[src/rtl/decimal_input_unit_pkg.sv]
// Shared definitions for the decimal keypad entry path: key codes,
// entry FSM states and default range limits.
package decimal_input_unit_pkg;

  localparam int unsigned DIGIT_W = 4;
  localparam int unsigned MAG_W   = 10;
  localparam int unsigned VALUE_W = 8;

  localparam int unsigned DEF_MAX_DIGITS = 3;
  localparam int unsigned DEF_POS_LIMIT  = 127;
  localparam int unsigned DEF_NEG_LIMIT  = 128;

  localparam logic [3:0] KEY_SIGN  = 4'hA;
  localparam logic [3:0] KEY_CLEAR = 4'hB;
  localparam logic [3:0] KEY_ENTER = 4'hC;
  localparam logic [3:0] KEY_BKSP  = 4'hD;

  typedef enum logic [1:0] {
    IDLE  = 2'd0,
    ENTRY = 2'd1,
    DONE  = 2'd2,
    ERROR = 2'd3
  } entry_state_e;

endpackage

[src/rtl/bcd3_to_binary.sv]
// Combinational 3-digit BCD to unsigned binary magnitude (0..999).
module bcd3_to_binary
  import decimal_input_unit_pkg::*;
(
  input  logic [DIGIT_W-1:0] hund,
  input  logic [DIGIT_W-1:0] tens,
  input  logic [DIGIT_W-1:0] ones,
  output logic [MAG_W-1:0]   mag_c
);

  // Weighted sum of the three digits.
  always_comb begin
    mag_c = MAG_W'(hund) * MAG_W'(100) + MAG_W'(tens) * MAG_W'(10) + MAG_W'(ones);
  end

endmodule

[src/rtl/decimal_input_unit.sv]
// Keypad decimal entry: builds a signed 3-digit BCD entry from key events
// and converts it to an 8-bit two's-complement operand on ENTER.
// Optional backspace key enabled by defining DECIMAL_INPUT_BACKSPACE_EN.
module decimal_input_unit
  import decimal_input_unit_pkg::*;
#(
  parameter int unsigned MAX_DIGITS = DEF_MAX_DIGITS,
  parameter int unsigned POS_LIMIT  = DEF_POS_LIMIT,
  parameter int unsigned NEG_LIMIT  = DEF_NEG_LIMIT
) (
  input  logic               clk,
  input  logic               reset,
  input  logic               key_valid,
  input  logic [3:0]         key_code,
  output logic [VALUE_W-1:0] value,
  output logic               value_valid,
  output logic               err,
  output logic               neg,
  output logic [DIGIT_W-1:0] ones,
  output logic [DIGIT_W-1:0] tens,
  output logic [DIGIT_W-1:0] hund,
  output logic [1:0]         ndigits
);

  entry_state_e       state, state_d;
  logic [VALUE_W-1:0] value_d;
  logic               value_valid_d, err_d, neg_d;
  logic [DIGIT_W-1:0] ones_d, tens_d, hund_d;
  logic [1:0]         ndigits_d;
  logic [MAG_W-1:0]   mag_c;
  logic               in_range_c;

  bcd3_to_binary u_bcd3_to_binary (
    .hund  (hund),
    .tens  (tens),
    .ones  (ones),
    .mag_c (mag_c)
  );

  // Range check of the current entry against the signed limits.
  always_comb begin
    in_range_c = neg ? (32'(mag_c) <= NEG_LIMIT) : (32'(mag_c) <= POS_LIMIT);
  end

  // State and output registers.
  always_ff @(posedge clk) begin
    if (reset) begin
      state       <= IDLE;
      value       <= '0;
      value_valid <= 1'b0;
      err         <= 1'b0;
      neg         <= 1'b0;
      ones        <= '0;
      tens        <= '0;
      hund        <= '0;
      ndigits     <= '0;
    end else begin
      state       <= state_d;
      value       <= value_d;
      value_valid <= value_valid_d;
      err         <= err_d;
      neg         <= neg_d;
      ones        <= ones_d;
      tens        <= tens_d;
      hund        <= hund_d;
      ndigits     <= ndigits_d;
    end
  end

  // Key decode: next state and next register values.
  always_comb begin
    state_d       = state;
    value_d       = value;
    value_valid_d = 1'b0;
    err_d         = err;
    neg_d         = neg;
    ones_d        = ones;
    tens_d        = tens;
    hund_d        = hund;
    ndigits_d     = ndigits;

    if (key_valid) begin
      if (key_code <= 4'd9) begin
        if (state == ENTRY) begin
          if (32'(ndigits) < MAX_DIGITS) begin
            hund_d    = tens;
            tens_d    = ones;
            ones_d    = key_code;
            ndigits_d = ndigits + 2'd1;
          end
        end else begin
          // A sign chosen in IDLE before the first digit is kept.
          hund_d    = '0;
          tens_d    = '0;
          ones_d    = key_code;
          ndigits_d = 2'd1;
          err_d     = 1'b0;
          if (state != IDLE) neg_d = 1'b0;
          state_d   = ENTRY;
        end
      end else begin
        case (key_code)
          KEY_SIGN: begin
            if (state == IDLE || state == ENTRY) begin
              neg_d = ~neg;
            end else begin
              hund_d    = '0;
              tens_d    = '0;
              ones_d    = '0;
              ndigits_d = '0;
              neg_d     = 1'b1;
              err_d     = 1'b0;
              state_d   = IDLE;
            end
          end
          KEY_CLEAR: begin
            hund_d    = '0;
            tens_d    = '0;
            ones_d    = '0;
            ndigits_d = '0;
            neg_d     = 1'b0;
            err_d     = 1'b0;
            state_d   = IDLE;
          end
          KEY_ENTER: begin
            if (state == IDLE || state == ENTRY) begin
              if (in_range_c) begin
                value_d       = neg ? VALUE_W'(~mag_c[7:0] + 8'd1) : mag_c[7:0];
                value_valid_d = 1'b1;
                state_d       = DONE;
              end else begin
                err_d   = 1'b1;
                state_d = ERROR;
              end
            end
          end
`ifdef DECIMAL_INPUT_BACKSPACE_EN
          KEY_BKSP: begin
            if (state == ENTRY) begin
              ones_d    = tens;
              tens_d    = hund;
              hund_d    = '0;
              ndigits_d = ndigits - 2'd1;
              if (ndigits == 2'd1) state_d = IDLE;
            end
          end
`endif
          default: ;
        endcase
      end
    end
  end

endmodule

[config.mk]
export PLATFORM = sky130hd
export DESIGN_NAME = decimal_input_unit
export DESIGN_NICKNAME = d
export VERILOG_FILES = /design/src/rtl/decimal_input_unit_pkg.sv /design/src/rtl/bcd3_to_binary.sv /design/src/rtl/decimal_input_unit.sv
export SDC_FILE = /design/constraint.sdc
export NUM_CORES = 1
export LEC_CHECK = 0
export BUFFER_PORTS_ARGS = -buffer_cell sky130_fd_sc_hd__buf_2
export CORE_MARGIN = 3
export CORE_UTILIZATION = 50
export CTS_CLUSTER_SIZE = 40
export DETAILED_ROUTE_END_ITERATION = 8
export HOLD_SLACK_MARGIN = 0.15
export PLACE_DENSITY = 0.77
export SLEW_MARGIN = 10
export SYNTH_ARGS = -nofsm -noshare
export SYNTH_HDL_FRONTEND = slang
export SYNTH_SLANG_ARGS = --single-unit
[constraint.sdc]
create_clock -name clk -period 5.4 [get_ports clk]
set_input_delay 1.08 -clock clk [delete_from_list [all_inputs] [get_ports clk]]
set_output_delay 1.08 -clock clk [all_outputs]
set_load 0.01 [all_outputs]
After elaboration in Yosys (flattened, before gate mapping):

Index checks and enable logic that the tools add are counted.

* reduce and logical (&&, ||, !) cells: 11
* multiplexer cells: 35
* bitwise operators: 6
* add/sub/neg operators: 4
* equality and inequality tests: 10
* magnitude comparators: 4
* multipliers: 2

Operators by type and width (count)
* $mux W4: 10
* $mux W2: 7
* $eq A4 B4 Y1 const B: 3
* $mux W1: 12
* $add A10 B4 Y10: 1
* $add A10 B8 Y10: 1
* $le A10 B7 Y1 const B: 1
* $le A10 B8 Y1 const B: 1
* $reduce_and A5 Y1: 2
* $ne A3 B3 Y1 const B: 3
* $add A8 B1 Y8 const B: 1
* $mul A4 B5 Y8 const B: 1
* $mux W8: 1
* $not A8 Y8: 1
* $pmux W4 S2: 1
* $reduce_and A4 Y1: 2
* $mul A4 B3 Y7 const B: 1
* $pmux W2 S3: 1
* $reduce_and A6 Y1: 1
* $not A1 Y1: 5
* $reduce_or A5 Y1: 1
* $le A4 B4 Y1 const B: 1
* $pmux W2 S2: 1
* $reduce_bool A4 Y1: 1
* 12 further kinds: 12

* input bits: 7
* register bits after elaboration: 27
* word-level logic and storage cells: 81
* output and inout bits: 25

Depth between registers and ports, before layout:

Gate-level depths: netlist of the first run.

* word-level depth: 9
* depth in mapped cells: 13
* depth with buffers taken out: 12

Hierarchy:

From an unflattened synthesis of the first run, not the netlist that was laid out.

* cell total of the unflattened synthesis: 238
* area total of the unflattened synthesis: 2187.1 µm²

Modules (own cells, without submodules)
* decimal_input_unit: area an instance 1542.7 µm², times used 1, cells each 169, sequential area each 540.5 µm²
* bcd3_to_binary: area an instance 644.4 µm², times used 1, cells each 69, sequential area each 0.0 µm²

Worst setup path before layout of the first run:

OpenSTA, ideal clock, no wires.

* path type: register to register
* start: register tens[3]
* end: register value[5]
* buffers on the path: 0
* stages on the path, launching flop included: 13
* slack: 1.893 ns
* data required time: 5.330 ns
* arrival: 3.436 ns
* clock period less this slack: 3.507 ns
* library setup time: 0.070 ns
* cell sequence: dfxtp_1 ha_1 ha_1 fa_1 xor2_1 ha_1 ha_1 o21ai_0 or2_1 a221oi_2 o221ai_2 or3_1 a21oi_1

* longest elaborated chain between the ends: 6
* elaborated cells between the ends (all ways): 10
* classes of those cells: add/sub: 3; mul: 1; order compare: 2; mux: 2; bitwise: 1; reduce/logical: 1

RTL lines
* start: declaration: line decimal_input_unit.sv:20 `output logic [DIGIT_W-1:0] tens,`
* start signal: assignment: line decimal_input_unit.sv:64 `tens <= tens_d;`
* $mul A4 B3 Y7 (*): line bcd3_to_binary.sv:13 `mag_c = MAG_W'(hund) * MAG_W'(100) + MAG_W'(tens) * MAG_W'(10) + MAG_W'(ones);`
* $add A10 B8 Y10 (*): line bcd3_to_binary.sv:13
* $add A10 B4 Y10 (*): line bcd3_to_binary.sv:13
* $le A10 B7 Y1, or another cell as far along: line decimal_input_unit.sv:42 `in_range_c = neg ? (32'(mag_c) <= NEG_LIMIT) : (32'(mag_c) <= POS_LIMIT);`
* $mux W1 or $add A8 B1 Y8 (tied branches): line decimal_input_unit.sv:42, decimal_input_unit.sv:128
* $reduce_and A5 Y1 (no source line) or $mux W8 (tied branches)
* end signal: assignment: line decimal_input_unit.sv:59 `value <= value_d;`
* end: declaration: line decimal_input_unit.sv:15 `output logic [VALUE_W-1:0] value,`

Mark *: on every way between the ends. The rest lies on a longest branch, timed or not.
A chain may end at the register's enable or synchronous reset.

Worst setup path in the final report of the first run:

* start: register tens[3]
* end: register err

* longest elaborated chain between the ends: 7
* elaborated cells between the ends (all ways): 8
* classes of those cells: add/sub: 2; mul: 1; order compare: 2; eq/ne: 1; mux: 1; reduce/logical: 1

RTL lines
* $mul A4 B3 Y7 (*): line bcd3_to_binary.sv:13
* $add A10 B8 Y10 (*): line bcd3_to_binary.sv:13
* $add A10 B4 Y10 (*): line bcd3_to_binary.sv:13
* $le A10 B7 Y1 or $le A10 B8 Y1 (tied branches): line decimal_input_unit.sv:42
* $mux W1 (*): line decimal_input_unit.sv:42
* $ne A3 B3 Y1 (no source line) (*)
* $reduce_and A6 Y1 (no source line) (*)
* end signal: assignment: line decimal_input_unit.sv:61 `err <= err_d;`
* end: declaration: line decimal_input_unit.sv:17 `output logic err,`

Marks and branches as above.

==> PnR_summary.wiki, run 1 <==
{| class="wikitable"
! Metric !! Value
|-
| Run status || complete, no violations
|-
| Final setup fails || 0
|-
| Number of I/O port buffers || 31
|-
| Total number of placement rows || 22
|-
| Global-route met3 utilization || 2.41%
|-
| Global-route usage over all layers || 19.6%
|-
| Adder-cell area share of the yosys netlist || 19.8%
|-
| Max Transition Viols Final || 0
|-
| Setup TNS Final || 0 ns
|-
| Area share of xor/xnor cells in the synthesized design || 3.36%
|-
| Static leakage power || 1.04 nW
|-
| Layout cell share with drive strength beyond 1 || 16.5%
|-
| Largest fanout on the critical path || 13
|-
| FFs w/ async S/R, synth || 0%
|-
| Most used routing layer in global routing || met2
|-
| Timing-limited maximum frequency || 0.255 GHz
|-
| Initial antenna violation count || 0
|-
| Simple logic cell fraction of the synthesized area || 20.4%
|-
| Area of the placeable core || 3850 um^2
|-
| Count of state elements after synthesis || 27
|-
| Die Footprint || 4990 um^2
|-
| Non-Filler Instances || 326
|-
| Post-route antenna net violation count || 0
|-
| Core utilization of the finished layout || 59.6%
|-
| Global-route met2 utilization || 33.0%
|-
| Setup slack at placement || 1.53 ns
|-
| Area of the mapped netlist || 2090 um^2
|-
| Number of antenna repair diodes || 0
|-
| Count of boundary I/O pins || 32
|-
| Total setup buffers inserted after CTS || 0
|-
| Yosys synthesis warning count || 0
|-
| Setup repair after global routing missed its margin || no
|-
| Worst rel slew slack || 39.9%
|-
| Type of the worst setup path || flip-flop to flip-flop
|-
| Clock tree from TritonCTS || built
|-
| Insertion delay to the later sink of the worst-skew pair || 0.27 ns
|-
| Overall power of the completed layout || 359 uW
|-
| Clk pin slew, worst setup/hold paths || 0.09 ns
|-
| Classification of the worst-slack hold path || flip-flop to flip-flop
|-
| TritonCTS Sinks || 27
|-
| Global routing met1 resource utilization || 27.1%
|-
| Post-detailed-route wirelength per cell || 14.7 um
|-
| Design area || 2300 um^2
|-
| Worst slew pin tran || 0.899 ns
|-
| Critical Path Sink Type || flip-flop
|-
| Library cell used as clock root buffer || clkbuf_8
|-
| Instance count after placement with tap cells included || 322
|-
| Post-synthesis mux area share || 0%
|-
| Number of buffers added to fix hold violations after cts || 0
|-
| Sequential share of the synthesized area || 25.9%
|-
| Cell area after placement || 2250 um^2
|-
| Number of CTS-inserted buffers || 3
|-
| DRC errors left || 0
|-
| Synth area leader || dfxtp_1
|-
| Power density over the cells || 156 nW/um^2
|-
| CTS-repair resized insts || 0
|-
| DR vias || 1936
|-
| Arrival @ worst endpoint || 4.09 ns
|-
| Post-synth top area share || 25.9%
|-
| Area growth from synthesis to layout || 10.0%
|-
| Number of inserted filler cells in the final layout || 382
|-
| Synthesized area per cell || 8.22 um^2
|-
| Post-layout nets || 316
|-
| Die Span Y || 70.6 um
|-
| Cell types occupying the most area after synthesis || dfxtp_1 (26%), ha_1 (15%), a21oi_1 (8.6%)
|-
| Detailed-routing iteration count for the pre-antenna-repair pass || 4
|-
| Final GP Congestion || 0.885
|-
| Startpoint Class || flip-flop
|-
| Routed WL || 4780 um
|-
| Unique cell type count in the Yosys netlist || 50
|-
| Horizontal extent of the die || 70.6 um
|-
| Global route overflow || 0
|-
| Multi-input gate area || 1440 um^2
|-
| Final Critical Period || 3.91 ns
|-
| H-tree depth || 1
|-
| Required time of the worst setup path || 5.58 ns
|-
| Largest voltage drop on the vdd net || 0.116 mV
|-
| Maximum number of buffers from clock root to sink || 2
|-
| DR iter-0 viols || 79
|-
| Prevailing post-synth register cell || dfxtp_1
|-
| Post-synthesis instance total || 254
|-
| Dominant combinational cell family by area after synthesis || compound AO/OA/AOI/OAI gates
|-
| Smallest setup slack after layout || 1.49 ns
|-
| Vias in the first global route || 1854
|-
| Post-route clock period utilization || 72.5%
|-
| Pin count of the biggest net entering global routing || 28
|-
| Seq. cell area || 541 um^2
|-
| Worst Hold Margin || 0.479 ns
|-
| Max-capacitance violation count || 0
|-
| Net Count, Synth || 291
|-
| Global-route wire length before repair || 8310 um
|-
| Post-synth EDFFs || 0
|-
| Worst clock skew || 0.00278 ns
|-
| Vias per cell || 5.94
|-
| Initial Utilization || 54.2%
|-
| Share of the synthesized area in compound gates (AO/OA/AOI/OAI) || 25.5%
|-
| DPL Wire Length || 3780 um
|-
| Final Hold Vio Count || 0
|}
-- path summary, 6_finish.rpt --
path,startpoint,end,slack [ns],depth (start not counted)
max,tens[3],err,1.49,11
min,value[7],value[7],0.48,2
max reg2reg,tens[3],err,1.49,11
min reg2reg,value[7],value[7],0.48,2
-- synth_stat cells, drive strengths merged (2+ instances only) --
cell	number
and3	3
or2	2
ha	25
nand4	4
a21oi	36
a211o	2
dfxtp	27
fa	5
nand2	26
o21ai	22
nand3	23
nand2b	2
nor3b	2
or3	4
or3b	2
o211ai	3
nand3b	4
buf	4
xnor2	5
xor2	3
inv	15
a211oi	4
nor2	5
a221oi	2
nor3	2
clkbuf	7
-- cells in the final DEF (no fill, tap or decap), types with 3 or more instances in the layout --
cell type | Yosys | final
nand3_1 | 23 | 23
nand4_1 | 4 | 4
xnor2_1 | 5 | 5
ha_1 | 25 | 25
inv_1 | 15 | 15
or3_1 | 3 | 3
and3_1 | 3 | 3
clkbuf_8 | 0 | 3
buf_2 | 2 | 31
o21ai_0 | 21 | 21
a21oi_1 | 36 | 36
dfxtp_1 | 27 | 27
fa_1 | 5 | 5
nand3b_1 | 4 | 4
xor2_1 | 3 | 3
nor2_1 | 5 | 5
nand2_1 | 26 | 26
o211ai_1 | 3 | 3
-- logic make-up after synthesis --
family                   after synthesis
adder cells (fa/ha/maj)               30
flip-flops                            27
XOR/XNOR                               8
buffers and inverters                 26
AND/OR/NAND/NOR                       82
AO/OA/AOI/OAI                         81
-- where the power goes --
part	switching (mW)	internal [mW]	leakage, nW
Combinational	0.0263	0.0134	0.803
Sequential	0.00361	0.202	0.218
Clock	0.0612	0.0528	0.0228
-- final cells by class --
type                            count  area share (%)
Multi-Input combinational cell    201            62.7
Tap cell                           48            2.61
Clock buffer                        4            1.96
Timing Repair Buffer               31            6.75
Inverter                           15            2.45
Sequential cell                    27            23.5
-- state kept, by name, indices dropped and copies added, names as in the netlist --
| register | cells |
|---|---|
| value_valid | 1 |
| ndigits | 2 |
| tens | 4 |
| value | 8 |
| err | 1 |
| ones | 4 |
| state | 2 |
| neg | 1 |
| hund | 4 |
-- worst max-delay path: stages (launching register included) --
cell and delay, ns:
dfxtp_1 0.44, ha_1 0.27, ha_1 0.24, fa_1 0.40
xor2_1 0.16, ha_1 0.30, ha_1 0.38, o21ai_0 0.13
or2_1 0.28, o311ai_2 0.76, o21ai_0 0.20, a221oi_1 0.26
-- layer usage --
layer	routed length, um	share of wire (%)
met4	34	0.71
met1	2270	47
met2	2340	49
met5	0	0
met3	134	2.8
(Power assumes the default switching activity.)
==> run 2, diff against run 1 <==
--- a/config.mk
+++ b/config.mk
@@ -5,13 +5,14 @@
 export SDC_FILE = /design/constraint.sdc
 export NUM_CORES = 1
 export LEC_CHECK = 0
+export ABC_AREA = 1
 export BUFFER_PORTS_ARGS = -buffer_cell sky130_fd_sc_hd__buf_2
 export CORE_MARGIN = 3
 export CORE_UTILIZATION = 50
 export CTS_CLUSTER_SIZE = 40
 export DETAILED_ROUTE_END_ITERATION = 8
 export HOLD_SLACK_MARGIN = 0.15
-export PLACE_DENSITY = 0.77
+export PLACE_DENSITY = 0.76
 export SLEW_MARGIN = 10
 export SYNTH_ARGS = -nofsm -noshare
 export SYNTH_HDL_FRONTEND = slang
==> constraint.sdc (replaced) <==
create_clock -name clk -period 4 [get_ports clk]
set_input_delay 0.8 -clock clk [delete_from_list [all_inputs] [get_ports clk]]
set_output_delay 0.8 -clock clk [all_outputs]
set_load 0.01 [all_outputs]
==> run 2 against run 1 <==
Effect of this change: critical path depth grew 7; first-iteration DRC count is 7.6% higher; clock power up 34%; non-clock buffer count is 1 higher; fmax grew 14%; wire length is 6.8% lower.
==> PnR_summary.wiki, run 2 <==
{| class="wikitable"
! Metric !! Value
|-
| Worst clock skew || 0.00204 ns
|-
| Setup TNS Final || 0 ns
|-
| H-tree depth || 1
|-
| Net Count, Synth || 346
|-
| Post-route antenna net violation count || 0
|-
| Core utilization of the finished layout || 59.3%
|-
| Synthesized area per cell || 7.15 um^2
|-
| Final Critical Period || 3.43 ns
|-
| Unique cell type count in the Yosys netlist || 33
|-
| Worst rel slew slack || 70.3%
|-
| DRC errors left || 0
|-
| Leading cell types by count after synthesis || nand2_1 (82), inv_1 (36), nand3_1 (28), nor2_1 (28), dfxtp_1 (27)
|-
| Depth of the worst register-to-register path || 18
|-
| Post-synth top area share || 24.5%
|-
| Post-layout nets || 378
|-
| Number of antenna repair diodes || 0
|-
| Final Hold Vio Count || 0
|-
| Clk pin slew, worst setup/hold paths || 0.09 ns
|-
| FFs w/ async S/R, synth || 0%
|-
| Vias in the first global route || 1954
|-
| Count of boundary I/O pins || 32
|-
| Max-capacitance violation count || 0
|-
| Global route overflow || 0
|-
| Number of CTS-inserted buffers || 3
|-
| Timing-limited maximum frequency || 0.292 GHz
|-
| DR vias || 2006
|-
| Classification of the worst-slack hold path || flip-flop to flip-flop
|-
| Die Span Y || 72.5 um
|-
| Prevailing post-synth register cell || dfxtp_1
|-
| Clock tree from TritonCTS || built
|-
| Vias per cell || 5.14
|-
| Power density over the cells || 234 nW/um^2
|-
| Overall power of the completed layout || 574 uW
|-
| Post-synthesis instance total || 309
|-
| Clock Power Share || 26.7%
|-
| Worst hold path stage count || 2
|-
| TritonCTS Sinks || 27
|-
| Run status || complete, no violations
|-
| Global-route usage over all layers || 19.5%
|-
| Part of the power in registers || 49.4%
|-
| Setup repair after global routing missed its margin || no
|-
| Switch share || 30.9%
|-
| Global-route wire length before repair || 8450 um
|-
| Area of the placeable core || 4140 um^2
|-
| Area growth from synthesis to layout || 11.2%
|-
| Sequential share of the synthesized area || 24.5%
|-
| Combinational power share || 23.8%
|-
| Insertion delay to the later sink of the worst-skew pair || 0.27 ns
|-
| Number of I/O port buffers || 31
|-
| Most frequent cell after synthesis || nand2_1
|-
| Highest-count cells in the layout ignoring fill and taps || nand2_1 (82), inv_1 (36), buf_2 (31)
|-
| CTS-repair resized insts || 0
|-
| Detailed-routing iteration count for the pre-antenna-repair pass || 4
|-
| Max Transition Viols Final || 0
|-
| Static leakage power || 1.29 nW
|-
| Switching component of the power || 177 uW
|-
| Maximum number of buffers from clock root to sink || 2
|-
| Register with the most flip-flops || value
|-
| Synth area leader || dfxtp_1
|-
| Yosys synthesis warning count || 0
|-
| Area of the mapped netlist || 2210 um^2
|-
| Final setup fails || 0
|-
| Largest voltage drop on the vdd net || 0.200 mV
|-
| Cell types occupying the most area after synthesis || dfxtp_1 (24%), ha_1 (14%), nand2_1 (14%)
|-
| Required time of the worst setup path || 4.17 ns
|-
| Number of buffers added to fix hold violations after cts || 0
|-
| Cell area after placement || 2410 um^2
|-
| Design area || 2460 um^2
|-
| Worst slew pin tran || 0.445 ns
|-
| Layout cell share with drive strength beyond 1 || 19.1%
|-
| Routed WL || 4460 um
|-
| Count of state elements after synthesis || 27
|-
| Horizontal extent of the die || 72.5 um
|-
| Terminating pin of the worst hold path || err
|-
| Library cell used as clock root buffer || clkbuf_8
|-
| Post-synth EDFFs || 0
|-
| Post-route clock period utilization || 85.7%
|-
| Post-detailed-route wirelength per cell || 11.4 um
|-
| End of the worst register-to-register path || value[4]
|-
| Die Footprint || 5250 um^2
|-
| DPL Wire Length || 3650 um
|-
| Type of the worst setup path || flip-flop to flip-flop
|-
| Most common cell after layout, fill and taps aside || nand2_1
|-
| Worst-case register-to-register setup slack || 0.57 ns
|-
| Internal power summed over all cells || 396 uW
|-
| DR iter-0 viols || 85
|-
| Number of inserted filler cells in the final layout || 415
|-
| Total setup buffers inserted after CTS || 0
|-
| Largest fanout on the critical path || 7
|-
| Initial antenna violation count || 0
|-
| Final GP Congestion || 0.846
|-
| Arrival @ worst endpoint || 3.60 ns
|-
| Number of flip-flops in the largest register || 8
|-
| Startpoint Class || flip-flop
|-
| Total number of placement rows || 23
|-
| Initial Utilization || 53.3%
|-
| Pin count of the biggest net entering global routing || 19
|-
| Critical Path Sink Type || flip-flop
|-
| Startpoint of the most critical hold path || err
|-
| R2r startpoint || tens[3]
|}
run 2: power by group through the flow:
| stage | registers [mW] | logic (mW) | clock network (mW) |
|---|---|---|---|
| after global placement | 0.290 | 0.135 | 0 |
| after CTS | 0.284 | 0.137 | 0.157 |
| after floorplan | 0.291 | 0.106 | 0 |
| after global routing | 0.285 | 0.157 | 0.168 |
| after detailed placement | 0.290 | 0.137 | 0 |
| final | 0.284 | 0.137 | 0.153 |
run 2: cells by family after synthesis:
group	synth area share [%]
flip-flops	24.5
AO/OA/AOI/OAI	8.61
AND/OR/NAND/NOR	37.0
buffers and inverters	8.10
XOR/XNOR	3.11
adder cells (fa/ha/maj)	18.7
run 2: final cells by class:
class | count | area [um^2] | share of cell area [%]
Multi-Input combinational cell | 236 | 1490 | 60.7
Sequential cell | 27 | 541 | 22.0
Timing Repair Buffer | 32 | 163 | 6.62
Inverter | 41 | 155 | 6.32
Tap cell | 50 | 62.6 | 2.55
Clock buffer | 4 | 45.0 | 1.83
run 2: worst max-delay path by stage:
stage / startpoint / end / slack [ns]
floorplan: tens[3] / value[2] / 0.79
global placement: tens[3] / value[6] / 0.66
detailed placement: tens[3] / value[4] / 0.62
CTS: tens[3] / value[4] / 0.59
global route: tens[3] / value[7] / 0.30
finish: tens[3] / value[4] / 0.57
run 2: critical path: stages (launching register included):
cell     delay, ns
dfxtp_1       0.48
ha_1          0.29
ha_1          0.22
fa_1          0.39
xor2_1        0.16
ha_1          0.30
ha_1          0.37
nand2_1       0.09
nand2_1       0.06
a21oi_1       0.21
nand2_1       0.08
nand2_1       0.07
nand2_2       0.09
nor2_8        0.12
nand2_4       0.08
nor2_8        0.12
nand3_1       0.08
nand2_1       0.08
nor2_1        0.04
run 2: routing by layer:
metal  track usage (%)  vias up  wire length (um)
li1                  -     1060                 -
met1              26.1      908              2090
met2              33.6       36              2180
met3              2.22        2               157
met4              4.92        0                23
met5                 0        -                 0
run 2: stage by stage:
| stage | hold WS (ns) | worst slack (ns) | std cells |
|---|---|---|---|
| floorplan | 0.483 | 0.786 | 309 |
| global placement | 0.448 | 0.659 | 386 |
| detailed placement | 0.460 | 0.623 | 386 |
| CTS | 0.472 | 0.585 | 390 |
| global route | 0.495 | 0.302 | 390 |
| finish | 0.477 | 0.571 | 390 |
==> run 3, diff against run 2 <==
--- a/config.mk
+++ b/config.mk
@@ -6,13 +6,13 @@
 export NUM_CORES = 1
 export LEC_CHECK = 0
 export ABC_AREA = 1
-export BUFFER_PORTS_ARGS = -buffer_cell sky130_fd_sc_hd__buf_2
 export CORE_MARGIN = 3
 export CORE_UTILIZATION = 50
 export CTS_CLUSTER_SIZE = 40
 export DETAILED_ROUTE_END_ITERATION = 8
+export DONT_BUFFER_PORTS = 1
 export HOLD_SLACK_MARGIN = 0.15
-export PLACE_DENSITY = 0.76
+export PLACE_DENSITY = 0.7
 export SLEW_MARGIN = 10
 export SYNTH_ARGS = -nofsm -noshare
 export SYNTH_HDL_FRONTEND = slang
==> run 3 against run 2 <==
Effect of this change: final area is 6.0% lower; critical path depth unchanged; critical endpoint is now value[7]; highest routed layer unchanged; global-route usage shrank 1.6 points; clock power is essentially flat; clock skew is 0.0033 ns higher; fmax increased by 3.0%; sequential share of layout area rose by 1.4 points; count of clock-buffer cells in the layout is 1 lower; setup slack better by 0.10 ns; via count fell by 6.0%; final cell count decreased by 7.7%.
==> PnR_summary.wiki, run 3 (synthesis results as in run 2) <==
{| class="wikitable"
! Metric !! Value
|-
| Run status || complete, no violations
|-
| Largest fanout on the critical path || 7
|-
| Power density over the cells || 243 nW/um^2
|-
| Initial antenna violation count || 0
|-
| Layout cell share with drive strength beyond 1 || 11.6%
|-
| Number of inserted filler cells in the final layout || 425
|-
| Routed WL || 4440 um
|-
| Depth of the worst register-to-register path || 18
|-
| Switching component of the power || 172 uW
|-
| Max-capacitance violation count || 0
|-
| Internal power summed over all cells || 388 uW
|-
| Smallest setup slack after layout || 0.672 ns
|-
| Die Footprint || 5250 um^2
|-
| Global-route wire length before repair || 7620 um
|-
| Pin count of the biggest net entering global routing || 19
|-
| H-tree depth || 1
|-
| Number of buffers added to fix hold violations after cts || 0
|-
| Arrival @ worst endpoint || 3.50 ns
|-
| Number of antenna repair diodes || 0
|-
| Largest voltage drop on the vdd net || 0.223 mV
|-
| CTS-repair resized insts || 0
|-
| Number of CTS-inserted buffers || 3
|-
| Post-detailed-route wirelength per cell || 12.3 um
|-
| Most common cell after layout, fill and taps aside || nand2_1
|-
| DR vias || 1885
|-
| Count of boundary I/O pins || 32
|-
| DRC errors left || 0
|-
| Global route overflow || 0
|-
| Startpoint of the most critical hold path || err
|-
| Seq. cell area || 541 um^2
|-
| Static leakage power || 1.14 nW
|-
| Part of the power in registers || 51.3%
|-
| Total number of placement rows || 23
|-
| Number of I/O port buffers || 0
|-
| End of the worst register-to-register path || value[7]
|-
| Final setup fails || 0
|-
| Classification of the worst-slack hold path || flip-flop to flip-flop
|-
| Worst-case register-to-register setup slack || 0.67 ns
|-
| Worst slew pin tran || 0.701 ns
|-
| Final Hold Vio Count || 0
|-
| Core utilization of the finished layout || 55.7%
|-
| Area growth from synthesis to layout || 4.53%
|-
| Setup repair after global routing missed its margin || no
|-
| Total setup buffers inserted after CTS || 0
|-
| Setup TNS Final || 0 ns
|-
| Post-route clock period utilization || 83.2%
|-
| DR iter-0 viols || 69
|-
| Register with the most flip-flops || value
|-
| Worst clock skew || 0.00538 ns
|-
| Setup slack at placement || 0.684 ns
|-
| Max Transition Viols Final || 0
|-
| Required time of the worst setup path || 4.18 ns
|-
| R2r startpoint || tens[2]
|-
| Final GP Congestion || 0.800
|-
| Final Critical Period || 3.33 ns
|-
| Insertion delay to the later sink of the worst-skew pair || 0.27 ns
|-
| DPL Wire Length || 3650 um
|-
| Critical Path Sink Type || flip-flop
|-
| Initial Utilization || 53.3%
|-
| Timing-limited maximum frequency || 0.300 GHz
|-
| Timing startpoint of the critical path || tens[2]
|-
| Clk pin slew, worst setup/hold paths || 0.09 ns
|-
| Startpoint Class || flip-flop
|-
| Area of the placeable core || 4140 um^2
|-
| Post-route antenna net violation count || 0
|-
| Switch share || 30.7%
|-
| Post-layout nets || 348
|-
| Critical path destination || value[7]
|-
| Global-route usage over all layers || 17.9%
|-
| Clock Power Share || 27.2%
|-
| Combinational power share || 21.5%
|-
| Multi-input gate area || 1490 um^2
|-
| Vias per cell || 5.24
|-
| Type of the worst setup path || flip-flop to flip-flop
|-
| Horizontal extent of the die || 72.5 um
|-
| Highest-count cells in the layout ignoring fill and taps || nand2_1 (82), inv_1 (36), nand3_1 (28), nor2_1 (28), dfxtp_1 (27)
|-
| TritonCTS Sinks || 27
|-
| Die Span Y || 72.5 um
|-
| Maximum number of buffers from clock root to sink || 2
|-
| Library cell used as clock root buffer || clkbuf_8
|-
| Clock tree from TritonCTS || built
|-
| Vias in the first global route || 1699
|-
| Detailed-routing iteration count for the pre-antenna-repair pass || 4
|-
| Number of flip-flops in the largest register || 8
|-
| Worst rel slew slack || 53.0%
|}
-- run 3: power groups by stage --
stage	registers (mW)	logic (mW)	clock network, mW
floorplan	0.291	0.106	0
global placement	0.294	0.119	0
detailed placement	0.294	0.120	0
CTS	0.288	0.121	0.158
global route	0.289	0.137	0.168
finish	0.288	0.120	0.152
-- run 3: layout make-up --
| class | count | share of cell area (%) |
|---|---|---|
| Clock buffer | 3 | 1.79 |
| Timing Repair Buffer | 2 | 0.650 |
| Inverter | 41 | 6.72 |
| Sequential cell | 27 | 23.4 |
| Clock inverter | 1 | 0.217 |
| Multi-Input combinational cell | 236 | 64.5 |
| Tap cell | 50 | 2.71 |
-- run 3: stage by stage --
stage | total power, mW | hold slack, ns | cells | area, um^2
floorplan | 0.397 | 0.483 | 309 | 2210
global placement | 0.413 | 0.499 | 356 | 2260
detailed placement | 0.415 | 0.502 | 356 | 2260
CTS | 0.567 | 0.515 | 360 | 2310
global route | 0.595 | 0.528 | 360 | 2310
finish | 0.560 | 0.512 | 360 | 2310
-- run 3: how the worst min path moves through the flow --
stage          slack, ns  cells after the start  end
6_report            0.51                      2  err
5_1_grt             0.53                      2  err
4_1_cts             0.52                      2  err
3_5_place_dp        0.50                      2  err
3_3_place_gp        0.50                      2  err
2_1_floorplan       0.48                      2  err
-- run 3: critical path, stage by stage (launching register included) --
cell and delay (ns):
dfxtp_1 0.43, ha_1 0.24, ha_1 0.21, fa_1 0.38, xor2_1 0.15, ha_1 0.30
ha_1 0.37, nand2_1 0.09, nand2_1 0.07, a21oi_1 0.21, nand2_1 0.08, nand2_1 0.07
nand2_2 0.09, nor2_8 0.12, nand2_4 0.08, nor2_8 0.13, nand3_1 0.09, nand2_1 0.08
nor2_1 0.04
-- run 3: routing by layer --
layer,track usage [%],wire (um),vias up
li1,-,-,996
met1,24.3,2090,855
met2,29.4,2130,30
met3,2.63,168,4
met4,5.53,46,0
met5,0,0,-
